## config.mk

```make
export PLATFORM = sky130hd
export DESIGN_NAME = uart_loader
export DESIGN_NICKNAME = d
export VERILOG_FILES = /design/src/rtl/uart_pkg.sv /design/src/rtl/uart_word_assembler.sv /design/src/rtl/uart_loader.sv
export SDC_FILE = /design/constraint.sdc
export NUM_CORES = 1
export LEC_CHECK = 0
export CORE_MARGIN = 1.5
export CORE_UTILIZATION = 45
export CTS_CLUSTER_DIAMETER = 200
export DETAILED_ROUTE_END_ITERATION = 10
export GPL_ROUTABILITY_DRIVEN = 1
export PLACE_DENSITY = 0.73
export SYNTH_ARGS = -nofsm -noshare
export SYNTH_HDL_FRONTEND = slang
export SYNTH_SLANG_ARGS = --single-unit
```

## constraint.sdc

```tcl
create_clock -name clk -period 4.8 [get_ports clk]
set_clock_uncertainty 0.15 [all_clocks]
set_input_delay 0.72 -clock clk [delete_from_list [all_inputs] [get_ports clk]]
set_output_delay 0.72 -clock clk [all_outputs]
set_load 0.01 [all_outputs]
```

## src/rtl/uart_pkg.sv

```systemverilog
// Shared definitions for the UART boot loader: FSM encoding, instruction width and ack byte.
package uart_pkg;

  localparam int INSTR_W = 32;
  localparam logic [7:0] ACK_BYTE_DEF = 8'hAA;

  typedef enum logic [2:0] {
    HDR,
    DATA,
    ACK,
    RUN,
    ERR
  } state_t;

endpackage

```

## src/rtl/uart_word_assembler.sv

```systemverilog
// Packs little-endian bytes into 32-bit words and flags each completed word one cycle later.
import uart_pkg::*;

module uart_word_assembler (
  input  logic               clk,
  input  logic               rstn,
  input  logic               byte_vld,
  input  logic [7:0]         byte_in,
  output logic               word_vld_p1,
  output logic [INSTR_W-1:0] word_p1
);

  logic [1:0]         byte_cnt;
  logic [INSTR_W-1:0] shift_p1;

  // Stage p1: shift in from the top so the first byte ends up in the low lane
  always_ff @(posedge clk or negedge rstn) begin
    if (!rstn) begin
      byte_cnt    <= 2'd0;
      shift_p1    <= '0;
      word_vld_p1 <= 1'b0;
    end else begin
      word_vld_p1 <= 1'b0;
      if (byte_vld) begin
        shift_p1    <= {byte_in, shift_p1[INSTR_W-1:8]};
        byte_cnt    <= byte_cnt + 2'd1;
        word_vld_p1 <= (byte_cnt == 2'd3);
      end
    end
  end

  assign word_p1 = shift_p1;

endmodule

```

## src/rtl/uart_loader.sv

```systemverilog
// Boot loader: receives a word count and program words over UART, writes them to instruction
// memory, sends an ack byte and then releases the core from reset.
import uart_pkg::*;

module uart_loader #(
  parameter int         ADDR_WIDTH = 10,
  parameter int         MAX_WORDS  = 1024,
  parameter logic [7:0] ACK_BYTE   = ACK_BYTE_DEF
) (
  input  logic                  clk,
  input  logic                  rstn,
  input  logic [7:0]            rx_data,
  input  logic                  rx_ready,
  input  logic                  rx_ferr,
  output logic [7:0]            tx_data,
  output logic                  tx_start,
  input  logic                  tx_busy,
  output logic                  imem_we,
  output logic [ADDR_WIDTH-1:0] imem_addr,
  output logic [INSTR_W-1:0]    imem_wdata,
  output logic                  core_rstn,
  output logic                  load_done,
  output logic                  load_err
);

  localparam logic [INSTR_W-1:0]  MAX_N   = INSTR_W'(MAX_WORDS);
  localparam logic [ADDR_WIDTH:0] CNT_ONE = (ADDR_WIDTH+1)'(1);

  state_t                state, state_nxt;
  logic [ADDR_WIDTH-1:0] word_idx;
  logic [ADDR_WIDTH:0]   word_count;
  logic                  byte_vld;
  logic                  bad_byte;
  logic                  word_vld_p1;
  logic [INSTR_W-1:0]    word_p1;
  logic                  last_word;

  // Only HDR and DATA listen to the receiver; a framing error discards the byte
  assign bad_byte = rx_ready && rx_ferr && (state == HDR || state == DATA);
  assign byte_vld = rx_ready && !rx_ferr && (state == HDR || state == DATA);

  uart_word_assembler u_asm (
    .clk         (clk),
    .rstn        (rstn),
    .byte_vld    (byte_vld),
    .byte_in     (rx_data),
    .word_vld_p1 (word_vld_p1),
    .word_p1     (word_p1)
  );

  assign last_word = ({1'b0, word_idx} == (word_count - CNT_ONE));

  always_ff @(posedge clk or negedge rstn) begin
    if (!rstn) begin
      state      <= HDR;
      word_idx   <= '0;
      word_count <= '0;
    end else begin
      state <= state_nxt;
      if (state == HDR && word_vld_p1) begin
        word_count <= word_p1[ADDR_WIDTH:0];
        word_idx   <= '0;
      end
      if (imem_we) begin
        word_idx <= word_idx + 1'b1;
      end
    end
  end

  always_comb begin
    state_nxt = state;
    imem_we   = 1'b0;
    tx_start  = 1'b0;
    tx_data   = 8'h00;
    unique case (state)
      HDR: begin
        if (bad_byte) begin
          state_nxt = ERR;
        end else if (word_vld_p1) begin
          if (word_p1 == '0)        state_nxt = ACK;
          else if (word_p1 > MAX_N) state_nxt = ERR;
          else                      state_nxt = DATA;
        end
      end
      DATA: begin
        // A completed word is still written even if the next byte is errored
        imem_we = word_vld_p1;
        if (bad_byte)                      state_nxt = ERR;
        else if (word_vld_p1 && last_word) state_nxt = ACK;
      end
      ACK: begin
        if (!tx_busy) begin
          tx_start  = 1'b1;
          tx_data   = ACK_BYTE;
          state_nxt = RUN;
        end
      end
      RUN:     state_nxt = RUN;
      ERR:     state_nxt = ERR;
      default: state_nxt = HDR;
    endcase
  end

  assign imem_addr  = word_idx;
  assign imem_wdata = word_p1;
  assign core_rstn  = (state == RUN);
  assign load_done  = (state == RUN);
  assign load_err   = (state == ERR);

endmodule

```

==> impl_results.md <==
* Final non-filler cell total at a little over 400
* Crit path cell chain: clkdlybuf4s50_1, nor4b_1, clkdlybuf4s50_1
* Mapped Area at roughly 3000 um^2
* YS warnings at 0
* R2R Path End: state[0]$_DFFE_PN0P_
* Site Rows at 29
* Placed insts at between 300 and 400
* Asr flop ratio synth at 1.00
* FF-to-FF Start: word_count[0]$_DFFE_PN0P_
* LEAKAGE at around 1.7 nW
* Outcome: finished clean
* Detail Route Antenna Nets at 0
* CP peak stage delay at between 0.6 and 0.7 ns
* Post-CTS Setup Bufs at 0
* Crit-path max FO at 5
* Antenna diodes at 0
* Routed wl met2 at 2.95 mm
* Area share of the largest cell type after synthesis at 0.495
* Post-synth EDFFs at 0
* Largest net degree at the start of global routing at 60
* Slew Limit Fails at 0
* Slew HR at 0.478
* Yosys cell types at 50
* Core Region at about 6400 um^2
* Die ar. at 7120 um^2
* Detailed Route WL at 6.30 mm
* Vias at ~2.3k
* Setup ws final at approximately 1.5 ns
* RSZ-0062 raised after global routing: no
* Max Cap Viol at 0
* Vias in the first global route at roughly 2.3k
* Synth Register Bits at between 50 and 60
* CTS Buf Count at 9
* Post-route setup TNS at 0 ns
* Period utilisation layout at 0.691
* Slew @ Worst Pin at about 0.78 ns
* Port Buffer Count at 63
* Synth Instances at around 270
* Hold Path Depth at 1
* Post-CTS Hold Fix Bufs at 0
* Setup Viol. Count Final at 0
* WP data arrival at around 2.5 ns
* Global-route wire length before repair at about 11 mm
* Hold Violations, Final at 0
* Initial Util at 0.467
* Max IR drop VDD at ~0.00023 V
* Vias per cell at around 5.5
* Worst min-delay path class: reg -> reg
* Vert. Die Dim at around 84 um
* DP HPWL at around 4.4 mm
* Initial antenna violation count at 0
* 1st-iter DRT viols at 85
* Cts repair resizes at 0
* Most frequent cell after synthesis: dfrtp_1
* H-Tree Depth at 3
* Root Buffer: clkbuf_8
* CP dominant cell by count: clkdlybuf4s50_1
* Kind of critical path: in -> out
* Global Route Usage Sum at 0.192
* Clk_lat worst skew at 0.34 ns
* CTS sink count at slightly below 60
* Hold path start: u_asm.byte_cnt[0]$_DFFE_PN0P_
* Top Metal Used: met4
* Area leader, netlist: dfrtp_1
* Layout Nets at 349
* Post-synth top cells: dfrtp_1 (59), nand2_1 (45), mux2_2 (33)
* Largest cells by area after synthesis: dfrtp_1 (50%), mux2_2 (12%), nand2_1 (5.7%), buf_4 (3.0%), mux2i_1 (2.7%)
* Ports at 68
* R2R Setup Slk at roughly 2.5 ns
* Gp weighted congestion at about 0.81
* Power per cell area at between 200 and 300 nW/um^2
* Met3 wire len at between 400 and 500 um
* Layout cells sized above 1 at 0.175
* WL/cell at between 15 and 20 um
* Syn Area/Cell at between 10 and 15 um^2
* Overall power at 1.02 mW
* Seq/Total Area, Yosys at 0.495
* Drt pass-1 iters at 4
* WL met1 at roughly 2.8 mm
* Worst-case reg-to-reg path depth at 8
* Worst Setup Slack post-DPL at 1.48 ns
* Area added between synthesis and finish at 28.1%
* Clock buffer depth at 2
* Clk slew on worst S/H paths at around 0.060 ns
* F_max at approximately 0.3 GHz
* Element type at the critical path start: input pin
* Fin crit period at 3.32 ns
* Die X at 84.4 um
* DR DRC count at 0
* WP data required at ~4 ns
* Critical Path Slowest Stage Cell: clkdlybuf4s50_1
* CTS tree: built
* Grt ovf at 0
* Synth Flop Type: dfrtp_1
* Hold-critical path endpoint: u_asm.byte_cnt[0]$_DFFE_PN0P_
* Setup crit end kind: output port
* Final core utilization at 0.598
power by group:
| part | total, mW | leakage, nW | switching (mW) | internal, mW |
|---|---|---|---|---|
| Sequential | 0.503 | 0.814 | 0.00294 | 0.500 |
| Combinational | 0.0363 | 0.819 | 0.0186 | 0.0178 |
| Clock | 0.477 | 0.106 | 0.188 | 0.288 |
| Total | 1.02 | 1.74 | 0.210 | 0.806 |
cell usage in the layout (no fill, tap or decap), types with 4 or more instances in the layout:
master	Yosys	final
clkdlybuf4s50_1	0	62
dfrtp_1	59	59
nand2_1	45	45
mux2_2	33	33
nor2_1	12	12
nand3_1	10	10
clkbuf_8	0	9
mux2i_1	8	8
xnor2_1	7	7
o21ai_0	7	7
nor4_1	6	6
nor3_1	6	6
inv_1	4	4
xor2_1	4	4
a21oi_1	4	4
conb_1	1	4
worst max-delay path by stage:
stage | cells past startpoint | endpoint | startpoint | slack [ns]
final | 3 | tx_data[1] | tx_busy | 1.48
after global routing | 3 | tx_data[1] | tx_busy | 1.30
after CTS | 3 | tx_data[1] | tx_busy | 1.48
after detailed placement | 3 | tx_data[1] | tx_busy | 1.48
after global placement | 3 | tx_start | tx_busy | 1.62
after floorplan | 2 | tx_data[1] | tx_busy | 2.22
registers in the layout, summed over array words and instances (netlist names):
name and count:
imem_addr 10, u_asm.byte_cnt 2, u_asm.word_vld_p1 1, state 3
word_count 11, u_asm.word_p1 32
per-stage QoR:
step	hold WS (ns)	instance area, um^2
2_1_floorplan	0.274	2990
3_3_place_gp	0.312	3610
3_5_place_dp	0.319	3610
4_1_cts	0.328	3820
5_1_grt	0.348	3820
6_report	0.324	3820
worst max-delay path: cells and delay by family:
family / cells / cell delay (ns)
buf+inv: 2 / 1.10
simple gates: 1 / 0.62
cell families after synthesis:
| family | share of synthesized area |
|---|---|
| buffers and inverters | 0.0445 |
| muxes | 0.155 |
| adders and majority gates | 0.0126 |
| xor gates and xnor gates | 0.0378 |
| AOI/OAI and AO/OA | 0.0709 |
| and+or+nand+nor | 0.183 |
| other | 0.00126 |
| DFF | 0.495 |
metal layers:
layer / global-route usage / vias to the layer above
li1: - / 1078
met1: 0.240 / 1108
met2: 0.297 / 70
met3: 0.0895 / 8
met4: 0.0660 / 0
met5: 0 / -
area by class of cell:
cell class	instances	area (um^2)
fill	540	2570
sequential	59	1480
multi-input combinational	194	1380
timing repair buffer	65	641
clock buffer	10	128
tap	77	96.3
clock inverter	5	78.8
inverter	4	15.0
No activity file was read; power rests on OpenSTA's default activity.
